### src/rtl/bp_me_cache_pkt_to_cce_pkg.sv
// Shared types and opcode decode helpers for the cache-packet to BedRock bridge.
package bp_me_cache_pkt_to_cce_pkg;

    localparam int paddr_width_p  = 40;
    localparam int dword_width_p  = 64;
    localparam int lce_id_width_p = 4;

    // bsg_cache packet opcodes (encodings follow bsg_cache)
    typedef enum logic [5:0] {
        TAGST     = 6'h00,
        TAGFL     = 6'h01,
        TAGLV     = 6'h02,
        TAGLA     = 6'h03,
        AFL       = 6'h08,
        AFLINV    = 6'h09,
        AINV      = 6'h0A,
        ALOCK     = 6'h0B,
        AUNLOCK   = 6'h0C,
        LB        = 6'h10,
        LH        = 6'h11,
        LW        = 6'h12,
        LD        = 6'h13,
        LBU       = 6'h14,
        LHU       = 6'h15,
        LWU       = 6'h16,
        SB        = 6'h18,
        SH        = 6'h19,
        SW        = 6'h1A,
        SD        = 6'h1B,
        LM        = 6'h1C,
        SM        = 6'h1D,
        AMOSWAP_W = 6'h20,
        AMOADD_W  = 6'h21,
        AMOSWAP_D = 6'h30,
        AMOADD_D  = 6'h31
    } bsg_cache_opcode_e;

    typedef struct packed {
        bsg_cache_opcode_e              opcode;
        logic [paddr_width_p-1:0]       addr;
        logic [dword_width_p-1:0]       data;
        logic [dword_width_p/8-1:0]     mask;
    } bsg_cache_pkt_s;

    localparam int cache_pkt_width_lp = $bits(bsg_cache_pkt_s);

    typedef enum logic [3:0] {
        e_bedrock_mem_rd    = 4'd0,
        e_bedrock_mem_wr    = 4'd1,
        e_bedrock_mem_uc_rd = 4'd2,
        e_bedrock_mem_uc_wr = 4'd3,
        e_bedrock_mem_pre   = 4'd4,
        e_bedrock_mem_amo   = 4'd5
    } bp_bedrock_mem_type_e;

    typedef enum logic [2:0] {
        e_bedrock_msg_size_1  = 3'd0,
        e_bedrock_msg_size_2  = 3'd1,
        e_bedrock_msg_size_4  = 3'd2,
        e_bedrock_msg_size_8  = 3'd3,
        e_bedrock_msg_size_16 = 3'd4,
        e_bedrock_msg_size_32 = 3'd5,
        e_bedrock_msg_size_64 = 3'd6
    } bp_bedrock_msg_size_e;

    typedef struct packed {
        logic [lce_id_width_p-1:0] lce_id;
        logic [2:0]                way_id;
        logic [2:0]                state;
        logic                      prefetch;
        logic                      uncached;
        logic                      speculative;
    } bp_bedrock_mem_payload_s;

    typedef struct packed {
        bp_bedrock_mem_payload_s   payload;
        bp_bedrock_msg_size_e      size;
        logic [paddr_width_p-1:0]  addr;
        logic [3:0]                subop;
        bp_bedrock_mem_type_e      msg_type;
    } bp_bedrock_mem_header_s;

    localparam int mem_header_width_lp = $bits(bp_bedrock_mem_header_s);

    typedef enum logic [1:0] {e_idle, e_send, e_wait, e_resp} bridge_state_e;

    function automatic logic is_load(bsg_cache_opcode_e op);
        return op inside {LB, LBU, LH, LHU, LW, LWU, LD};
    endfunction

    function automatic logic is_store(bsg_cache_opcode_e op);
        return op inside {SB, SH, SW, SD};
    endfunction

    function automatic logic is_signed(bsg_cache_opcode_e op);
        return op inside {LB, LH, LW};
    endfunction

    function automatic bp_bedrock_msg_size_e opcode_size(bsg_cache_opcode_e op);
        case (op)
            LB, LBU, SB: return e_bedrock_msg_size_1;
            LH, LHU, SH: return e_bedrock_msg_size_2;
            LW, LWU, SW: return e_bedrock_msg_size_4;
            default:     return e_bedrock_msg_size_8;
        endcase
    endfunction

    // Memory sees the store bytes wherever the lane lands, so fill every lane
    function automatic logic [dword_width_p-1:0] replicate_store(bp_bedrock_msg_size_e size,
                                                                 logic [dword_width_p-1:0] d);
        case (size)
            e_bedrock_msg_size_1: return {8{d[7:0]}};
            e_bedrock_msg_size_2: return {4{d[15:0]}};
            e_bedrock_msg_size_4: return {2{d[31:0]}};
            default:              return d;
        endcase
    endfunction

endpackage

### src/rtl/bp_me_cache_load_align.sv
// Sign/zero extension of an LSB-justified load response by access size.
module bp_me_cache_load_align
    import bp_me_cache_pkt_to_cce_pkg::*;
(
    input  logic [dword_width_p-1:0] data_i,
    input  bp_bedrock_msg_size_e     size_i,
    input  logic                     signed_i,
    output logic [dword_width_p-1:0] data_o
);

    // Extend the low bytes of the response to a full dword
    always_comb begin
        data_o = data_i;
        case (size_i)
            e_bedrock_msg_size_1: data_o = {{56{signed_i & data_i[7]}},  data_i[7:0]};
            e_bedrock_msg_size_2: data_o = {{48{signed_i & data_i[15]}}, data_i[15:0]};
            e_bedrock_msg_size_4: data_o = {{32{signed_i & data_i[31]}}, data_i[31:0]};
            default:              data_o = data_i;
        endcase
    end

endmodule

### src/rtl/bp_me_cache_pkt_to_cce.sv
// Bridge: single-dword bsg_cache packets in, one-beat uncached BedRock mem commands out.
module bp_me_cache_pkt_to_cce
    import bp_me_cache_pkt_to_cce_pkg::*;
#(
    parameter logic [lce_id_width_p-1:0] lce_id_p = '0
)
(
    input  logic                           clk_i,
    input  logic                           reset_n_i,

    input  logic [cache_pkt_width_lp-1:0]  cache_pkt_i,
    input  logic                           cache_pkt_v_i,
    output logic                           cache_pkt_ready_o,

    output logic [dword_width_p-1:0]       data_o,
    output logic                           v_o,
    input  logic                           yumi_i,
    output logic                           unsupported_o,

    output logic [mem_header_width_lp-1:0] mem_cmd_header_o,
    output logic [dword_width_p-1:0]       mem_cmd_data_o,
    output logic                           mem_cmd_v_o,
    input  logic                           mem_cmd_ready_i,
    output logic                           mem_cmd_lock_o,

    input  logic [mem_header_width_lp-1:0] mem_resp_header_i,
    input  logic [dword_width_p-1:0]       mem_resp_data_i,
    input  logic                           mem_resp_v_i,
    output logic                           mem_resp_yumi_o,
    input  logic                           mem_resp_lock_i
);

    bsg_cache_pkt_s           pkt;
    bridge_state_e            state_reg, state_next;
    bsg_cache_opcode_e        opcode_reg;
    logic [paddr_width_p-1:0] addr_reg;
    logic [dword_width_p-1:0] wdata_reg;
    logic [dword_width_p-1:0] data_reg;
    logic                     unsupported_reg;
    logic [dword_width_p-1:0] aligned_data;
    logic                     pkt_accept;
    logic                     pkt_supported;
    bp_bedrock_mem_header_s   cmd_header;

    // The response header is never checked and the lock is meaningless here
    logic unused_inputs;
    assign unused_inputs = ^{mem_resp_header_i, mem_resp_lock_i, pkt.mask};

    assign pkt           = bsg_cache_pkt_s'(cache_pkt_i);
    assign pkt_accept    = cache_pkt_v_i & cache_pkt_ready_o;
    assign pkt_supported = is_load(pkt.opcode) | is_store(pkt.opcode);

    bp_me_cache_load_align load_align (
        .data_i   (mem_resp_data_i),
        .size_i   (opcode_size(opcode_reg)),
        .signed_i (is_signed(opcode_reg)),
        .data_o   (aligned_data)
    );

    // State register
    always_ff @(posedge clk_i or negedge reset_n_i) begin
        if (!reset_n_i) state_reg <= e_idle;
        else            state_reg <= state_next;
    end

    // Next-state logic
    always_comb begin
        state_next = state_reg;
        case (state_reg)
            e_idle: if (pkt_accept)                    state_next = pkt_supported ? e_send : e_resp;
            e_send: if (mem_cmd_ready_i)               state_next = e_wait;
            e_wait: if (mem_resp_v_i)                  state_next = e_resp;
            e_resp: if (yumi_i)                        state_next = e_idle;
            default:                                   state_next = e_idle;
        endcase
    end

    // Outputs decoded from the state; header fields come from latched packet state
    always_comb begin
        cache_pkt_ready_o       = (state_reg == e_idle);
        mem_cmd_v_o             = (state_reg == e_send);
        v_o                     = (state_reg == e_resp);
        mem_resp_yumi_o         = mem_resp_v_i & ((state_reg == e_idle) | (state_reg == e_wait));
        mem_cmd_lock_o          = 1'b0;
        cmd_header              = '0;
        cmd_header.msg_type     = is_store(opcode_reg) ? e_bedrock_mem_uc_wr : e_bedrock_mem_uc_rd;
        cmd_header.addr         = addr_reg;
        cmd_header.size         = opcode_size(opcode_reg);
        cmd_header.payload.lce_id = lce_id_p;
        mem_cmd_header_o        = cmd_header;
        mem_cmd_data_o          = is_store(opcode_reg)
                                  ? replicate_store(opcode_size(opcode_reg), wdata_reg)
                                  : '0;
        data_o                  = data_reg;
        unsupported_o           = unsupported_reg;
    end

    // Latch the packet on accept and capture formatted load data on response
    always_ff @(posedge clk_i or negedge reset_n_i) begin
        if (!reset_n_i) begin
            opcode_reg      <= TAGST;
            addr_reg        <= '0;
            wdata_reg       <= '0;
            data_reg        <= '0;
            unsupported_reg <= 1'b0;
        end else if (pkt_accept) begin
            opcode_reg      <= pkt.opcode;
            addr_reg        <= pkt.addr;
            wdata_reg       <= pkt.data;
            data_reg        <= '0;
            unsupported_reg <= ~pkt_supported;
        end else if ((state_reg == e_wait) && mem_resp_v_i) begin
            data_reg        <= is_load(opcode_reg) ? aligned_data : '0;
        end
    end

endmodule

### config.mk
export PLATFORM = sky130hd
export DESIGN_NAME = bp_me_cache_pkt_to_cce
export DESIGN_NICKNAME = d
export VERILOG_FILES = /design/src/rtl/bp_me_cache_pkt_to_cce_pkg.sv /design/src/rtl/bp_me_cache_load_align.sv /design/src/rtl/bp_me_cache_pkt_to_cce.sv
export SDC_FILE = /design/constraint.sdc
export NUM_CORES = 1
export LEC_CHECK = 0
export ABC_AREA = 1
export BUFFER_PORTS_ARGS = -buffer_cell sky130_fd_sc_hd__buf_2
export CORE_AREA = 4 4 194 196
export DETAILED_ROUTE_END_ITERATION = 7
export DIE_AREA = 0 0 198 200
export PLACE_DENSITY_LB_ADDON = 0.3
export RECOVER_POWER = 25
export SLEW_MARGIN = 20
export SYNTH_ARGS = -nofsm -noshare
export SYNTH_HDL_FRONTEND = slang
export SYNTH_SLANG_ARGS = --single-unit
export TNS_END_PERCENT = 50
### constraint.sdc
create_clock -name clk_i -period 1.6 [get_ports clk_i]
set_clock_uncertainty 0.15 [all_clocks]
set_input_delay 0.32 -clock clk_i [delete_from_list [all_inputs] [get_ports clk_i]]
set_output_delay 0.32 -clock clk_i [all_outputs]
set_load 0.02 [all_outputs]
==> impl_metrics.json, run 1 <==
{
  "status": "finished with violations",
  "violations": "setup timing",
  "start_util": 0.246,
  "ff2ff_setup_slack_ns": -0.42,
  "synth_area_per_cell_um2": 7.39,
  "critPathMaxFanout": 6,
  "synth_edf_count": 0,
  "critPathKind": "flip-flop to output port",
  "clk_latency_ns": 0.43,
  "wl_per_cell_um": 16.3,
  "grt_setup_unrepaired": "yes",
  "ant_nets": 0,
  "fp.dieH_um": 200,
  "gp_congestion": 0.890,
  "hold_violations": 0,
  "port_buffers": 355,
  "p_total_w": 0.0274,
  "worstPathArrival_ns": 2.02,
  "power_density_mw_per_mm2": 1720,
  "peakVddDrop_mv": 0.912,
  "core-area_mm2": 0.0361,
  "area_growth_pct": 80.2,
  "cts_buffers": 17,
  "synth.most_common_cell": "nand2_1",
  "finalCriticalPeriod_ns": 2.49,
  "hp-start": "mem_resp_data_i[46]",
  "ys_top_cells_by_count": "491 x nand2_1, 177 x dfrtp_1, 163 x inv_1",
  "dr.first_iter.drc_count": 412,
  "power.leakage_nw": 8.44,
  "clk_pin_slew_worst_paths_ns": 0.07,
  "grt_max_degree": 78,
  "synth_seq_area_share": 0.500,
  "clkSinkCount": 177,
  "cp-end-kind": "output port",
  "synth_top_area_share": 0.500,
  "crit_path_start_kind": "flip-flop",
  "fin_ws_ns": -0.887,
  "cts_buffer_depth": 2,
  "hold_end": "data_o[46]",
  "rows": 70,
  "r2r-end": "data_o[19]",
  "die_area_mm2": 0.0396,
  "gr-total-overflow": 0,
  "drv_cap": 0,
  "ys_types": 29,
  "async_flop_share": 1.00,
  "synthFlopType": "dfrtp_1",
  "worst_pin_slew_ns": 1.07,
  "io_pins": 451,
  "r2r_start": "opcode_reg[1]",
  "max_freq_mhz": 402,
  "avgViaCountPerCell": 4.37,
  "die-width_um": 198,
  "routed_wl_um": 36400,
  "synthesis.area_mm2": 0.00886,
  "track_usage": 0.173,
  "dp_hpwl_um": 24300,
  "r2r_cells": 11,
  "fillers": 3496,
  "ys_top_cells_by_area": "dfrtp_1 50%, nand2_1 21%, inv_1 6.9%, o21ai_0 5.4%, nor2_1 3.0%",
  "seqCellArea_mm2": 0.00443,
  "required_ns": 1.13,
  "grt_pass1_vias": 9808,
  "antenna_found_initial": 2,
  "setup-violations-final": 257,
  "grt_pass1_wl_um": 53800,
  "fin_nets": 2007,
  "multi_input_area_mm2": 0.00469,
  "hold_path_depth": 5,
  "place_ws_ns": -0.470,
  "hp-class": "primary input to flip-flop",
  "ys_warn_count": 0,
  "vias": 9769,
  "cts_tree": "built",
  "synth_top_area_cell": "dfrtp_1",
  "drtPass1Iterations": 7,
  "htreeDepth": 4,
  "relSlewSlack": 0.287,
  "ys_ff_latch": 177,
  "drive_gt1_frac": 0.450,
  "slew_violations": 0,
  "cts_root_buffer": "clkbuf_16",
  "fin_crit_sh": 1.55,
  "netlist_instances": 1199,
  "route.detailed.drc": 0
}
[cells by family (layout without fill, tap and decap cells)]
kind of cell | Yosys count | count (layout) | synth area share
simple gates | 603 | 606 | 0.269
buf+inv | 252 | 793 | 0.127
flops | 177 | 177 | 0.500
compound gates | 161 | 161 | 0.0977
fa+ha+maj | 4 | 4 | 0.00565
other cells | 2 | 24 | 0.000847
[metal layers]
layer / vias up / part of all wire / GRT usage
met5: - / 0 / 0
met4: 0 / 0.038 / 0.0780
met3: 87 / 0.059 / 0.0349
met2: 356 / 0.49 / 0.288
met1: 4622 / 0.41 / 0.219
li1: 4704 / - / -
[stage by stage]
step,util,hold slack (ns),setup TNS [ns],std cells,area (um^2)
after floorplan,-,-0.126,-12.86,1219,9410
after detailed placement,0.334,0.0478,-42.90,2033,12100
final,0.443,0.0369,-86.86,2233,16000
after CTS,0.424,0.00171,-114.13,2222,15300
after global routing,0.443,0.0162,-118.57,2233,16000
after global placement,0.334,0.0490,-39.63,2033,12100
[how the worst max path moves through the flow]
| stage | to | depth (start not counted) | from |
|---|---|---|---|
| 2_1_floorplan | mem_cmd_data_o[29] | 8 | opcode_reg[5] |
| 5_1_grt | mem_cmd_data_o[59] | 9 | opcode_reg[3] |
| 6_report | mem_cmd_data_o[21] | 10 | opcode_reg[4] |
| 3_3_place_gp | mem_cmd_data_o[58] | 8 | opcode_reg[5] |
| 4_1_cts | mem_cmd_data_o[11] | 10 | opcode_reg[5] |
| 3_5_place_dp | mem_cmd_data_o[33] | 8 | opcode_reg[2] |
[repair_timing]
item | CTS | global route
hold endpoints to repair | 296 | 0
gates resized for setup | 305 | 187
cloned | 12 | 6
setup endpoints to repair | 230 | 248
hold buffers | 120 | 0
pin swaps | 41 | 108
setup buffers | 26 | 12
[cells in the final DEF, fill, tap and decap left out, types with 5 or more instances in the layout]
cell type | netlist | layout
nand2_1 | 491 | 393
buf_2 | 33 | 284
dfrtp_1 | 177 | 176
inv_1 | 163 | 122
dlygate4sd3_1 | 0 | 120
buf_6 | 6 | 93
nand2_2 | 4 | 72
o21ai_0 | 96 | 60
nor2_4 | 1 | 51
buf_4 | 24 | 42
inv_2 | 7 | 41
a21oi_2 | 0 | 29
nand2_4 | 2 | 28
buf_12 | 0 | 27
conb_1 | 2 | 22
clkbuf_16 | 0 | 22
o21ai_1 | 3 | 19
nand3_1 | 26 | 16
nor2_2 | 2 | 15
o21ai_2 | 0 | 15
buf_8 | 0 | 11
a21oi_1 | 42 | 10
nor2_1 | 71 | 8
o211ai_1 | 8 | 8
nand2_8 | 0 | 7
a22o_1 | 7 | 7
buf_16 | 0 | 7
nand3_2 | 0 | 6
o21ai_4 | 0 | 5
nand3_4 | 1 | 5
clkinvlp_4 | 0 | 5
[power by group]
group	switching, W	leakage, nW	internal [W]
Combinational	0.00963	5.90	0.00647
Clock	0.00192	0.266	0.00224
Sequential	0.00105	2.28	0.00612
[worst max-delay path: stages (launching register included)]
cell      delay, ns
dfrtp_1        0.39
inv_2          0.11
nor2_8         0.07
nand4_1        0.09
buf_6          0.15
clkinv_8       0.08
buf_8          0.13
nand2_2        0.05
o211ai_1       0.15
nor2_2         0.21
buf_6          0.15
[cell type report]
cell class / count / share of cell area
clock buffers: 21 / 0.0288
flip-flops and latches: 177 / 0.277
well taps: 468 / 0.0367
diodes: 2 / 0.000313
repair inverters: 1 / 0.000470
repair buffers: 590 / 0.314
clock inverters: 11 / 0.00658
multi-input cells: 793 / 0.293
inverters: 170 / 0.0421
Power figures use the tool's default switching activity.
==> run 2: changes to the inputs <==
==> constraint.sdc (replaced) <==
create_clock -name clk_i -period 1.6 [get_ports clk_i]
set_clock_uncertainty 0.15 [all_clocks]
set_input_delay 0.08 -clock clk_i [delete_from_list [all_inputs] [get_ports clk_i]]
set_output_delay 0.08 -clock clk_i [all_outputs]
set_load 0.02 [all_outputs]
==> run 2 against run 1 <==
  * The run still ends with setup timing left
  * Critical path depth shrank 1
  * First-iteration DRC count grew 14%
  * Worst setup slack gained 0.18 ns
  * Combinational power shrank 7%
==> impl_metrics.json, run 2 (synthesized netlist as in run 1, its figures left out) <==
{
  "max_stage_delay_ns": 0.41,
  "critPathLaunch": "opcode_reg[5]",
  "io_pins": 451,
  "gr-total-overflow": 0,
  "relSlewSlack": 0.628,
  "area_growth_pct": 78.7,
  "critPathKind": "flip-flop to output port",
  "peakVddDrop_mv": 0.826,
  "core-area_mm2": 0.0361,
  "wl_met3_um": 1890,
  "drtPass1Iterations": 4,
  "track_usage": 0.175,
  "die-width_um": 198,
  "fp.dieH_um": 200,
  "clkSinkCount": 177,
  "holdWs_ns": 0.202,
  "htreeDepth": 4,
  "status": "finished with violations",
  "worst_pin_slew_ns": 0.559,
  "ff2ff_setup_slack_ns": -0.59,
  "r2r-end": "data_o[58]",
  "grt_setup_unrepaired": "yes",
  "ant_nets": 0,
  "die_area_mm2": 0.0396,
  "finalCriticalPeriod_ns": 2.31,
  "grt_pass1_wl_um": 54700,
  "power.leakage_nw": 8.40,
  "layout.cells.most_common": "nand2_1",
  "routed_wl_um": 36000,
  "required_ns": 1.37,
  "gp_congestion": 0.847,
  "cp-end-kind": "output port",
  "layout_common_cells": "442 x nand2_1, 240 x buf_2, 180 x dlygate4sd3_1, 177 x dfrtp_1, 160 x inv_1",
  "slew_violations": 0,
  "cts_buffers": 17,
  "drv_cap": 0,
  "cts_tree": "built",
  "start_util": 0.246,
  "drive_gt1_frac": 0.342,
  "clk_pin_slew_worst_paths_ns": 0.07,
  "grt_pass1_vias": 10300,
  "cts_buffer_depth": 2,
  "dr.first_iter.drc_count": 469,
  "wl_met2_um": 17800,
  "antenna_found_initial": 1,
  "wl_per_cell_um": 15.7,
  "violations": "setup timing",
  "cpMaxStageDelayCell": "dfrtp_1",
  "rows": 70,
  "fin_crit_sh": 1.44,
  "clk_latency_ns": 0.45,
  "hold_violations": 0,
  "r2r_cells": 14,
  "vias": 10000,
  "port_buffers": 355,
  "r2r_start": "opcode_reg[4]",
  "avgViaCountPerCell": 4.36,
  "crit_path_start_kind": "flip-flop",
  "worstPathArrival_ns": 2.08,
  "max_freq_mhz": 433,
  "fin_nets": 2069,
  "dp_hpwl_um": 23400,
  "setup-violations-final": 157,
  "power_density_mw_per_mm2": 1670,
  "cts_root_buffer": "clkbuf_16",
  "fillers": 3512,
  "route.detailed.drc": 0,
  "hp-class": "primary input to flip-flop",
  "wl_met1_um": 15300,
  "endpoint": "mem_cmd_data_o[19]",
  "critPathMaxFanout": 8,
  "grt_max_degree": 58,
  "crit_chain": "buf_6 -> nor2_8 -> buf_6 -> nand3_4 -> buf_6 -> buf_6 -> o211ai_1 -> nor2_1 -> buf_4",
  "fin_ws_ns": -0.711,
  "top_layer": "met5",
  "dp.cells": 2032,
  "fin_cells": 2294,
  "crit_top_cell": "buf_6"
}
==> run 2: changes by cell type in the layout (fill, tap and decap cells not counted), moves of 26 or more <==
cell / previous run / this run
nand2_1: 393 / 442
nand2_2: 72 / 46
buf_2: 284 / 240
clkbuf_1: 2 / 46
buf_4: 42 / 77
dlygate4sd3_1: 120 / 180
inv_1: 122 / 160
inv_2: 41 / 6
==> run 2: worst max-delay path, delay by kind of cell (launching register included) <==
family	cells	cell delay, ns
AOI/OAI and AO/OA	1	0.31
buffers and inverters	5	0.70
and+or+nand+nor	3	0.24
DFF	1	0.41
==> run 2: timing repair <==
item                       4_1_cts  5_1_grt
setup buffers                   28        9
resized for setup              267       68
hold buffers                   180        0
pin swaps                       29       28
setup endpoints to repair      231      244
gates cloned                    13        5
hold endpoints to repair       354        0
==> run 2: how the worst min path moves through the flow <==
| stage | startpoint | end | slack [ns] | cells after the start |
|---|---|---|---|---|
| finish | cache_pkt_i[80] | addr_reg[8] | 0.20 | 4 |
| global route | cache_pkt_i[91] | addr_reg[19] | 0.20 | 4 |
| CTS | cache_pkt_i[72] | addr_reg[0] | 0.17 | 4 |
| detailed placement | reset_n_i | wdata_reg[39] | -0.13 | 1 |
| global placement | reset_n_i | wdata_reg[53] | -0.13 | 1 |
| floorplan | reset_n_i | addr_reg[0] | -0.37 | 0 |
==> run 2: per-stage QoR <==
stage,TNS (ns),instance area [um^2],total power (W),setup slack [ns],util
3_3_place_gp,-22.06,11700,0.0178,-0.275,0.324
5_1_grt,-93.45,15800,0.0283,-0.797,0.439
4_1_cts,-66.87,15500,0.0260,-0.727,0.429
2_1_floorplan,-3.03,9080,0.0137,-0.0515,-
3_5_place_dp,-23.62,11700,0.0179,-0.294,0.324
6_report,-68.55,15800,0.0265,-0.711,0.439
==> run 2: area by class of cell <==
class                      instances  area (um^2)  share of cell area
antenna                            1         2.50            0.000158
timing repair buffer             655         5470               0.345
clock buffer                      20          467              0.0295
sequential                       177         4430               0.280
tap                              468          586              0.0370
inverter                         170          661              0.0417
multi-input combinational        790         4070               0.257
clock inverter                    12          145             0.00916
timing repair inverter             1         8.76            0.000553
==> run 2: routing by layer <==
layer	track usage	vias up
li1	-	4811
met1	0.220	4790
met2	0.293	338
met3	0.0322	62
met4	0.0786	2
met5	0	-
==> run 2: report_power, final <==
group / total, W / internal, W / switching, W
clock: 0.00446 / 0.00246 / 0.00199
sequential: 0.00712 / 0.00611 / 0.00100
combinational: 0.0149 / 0.00629 / 0.00861
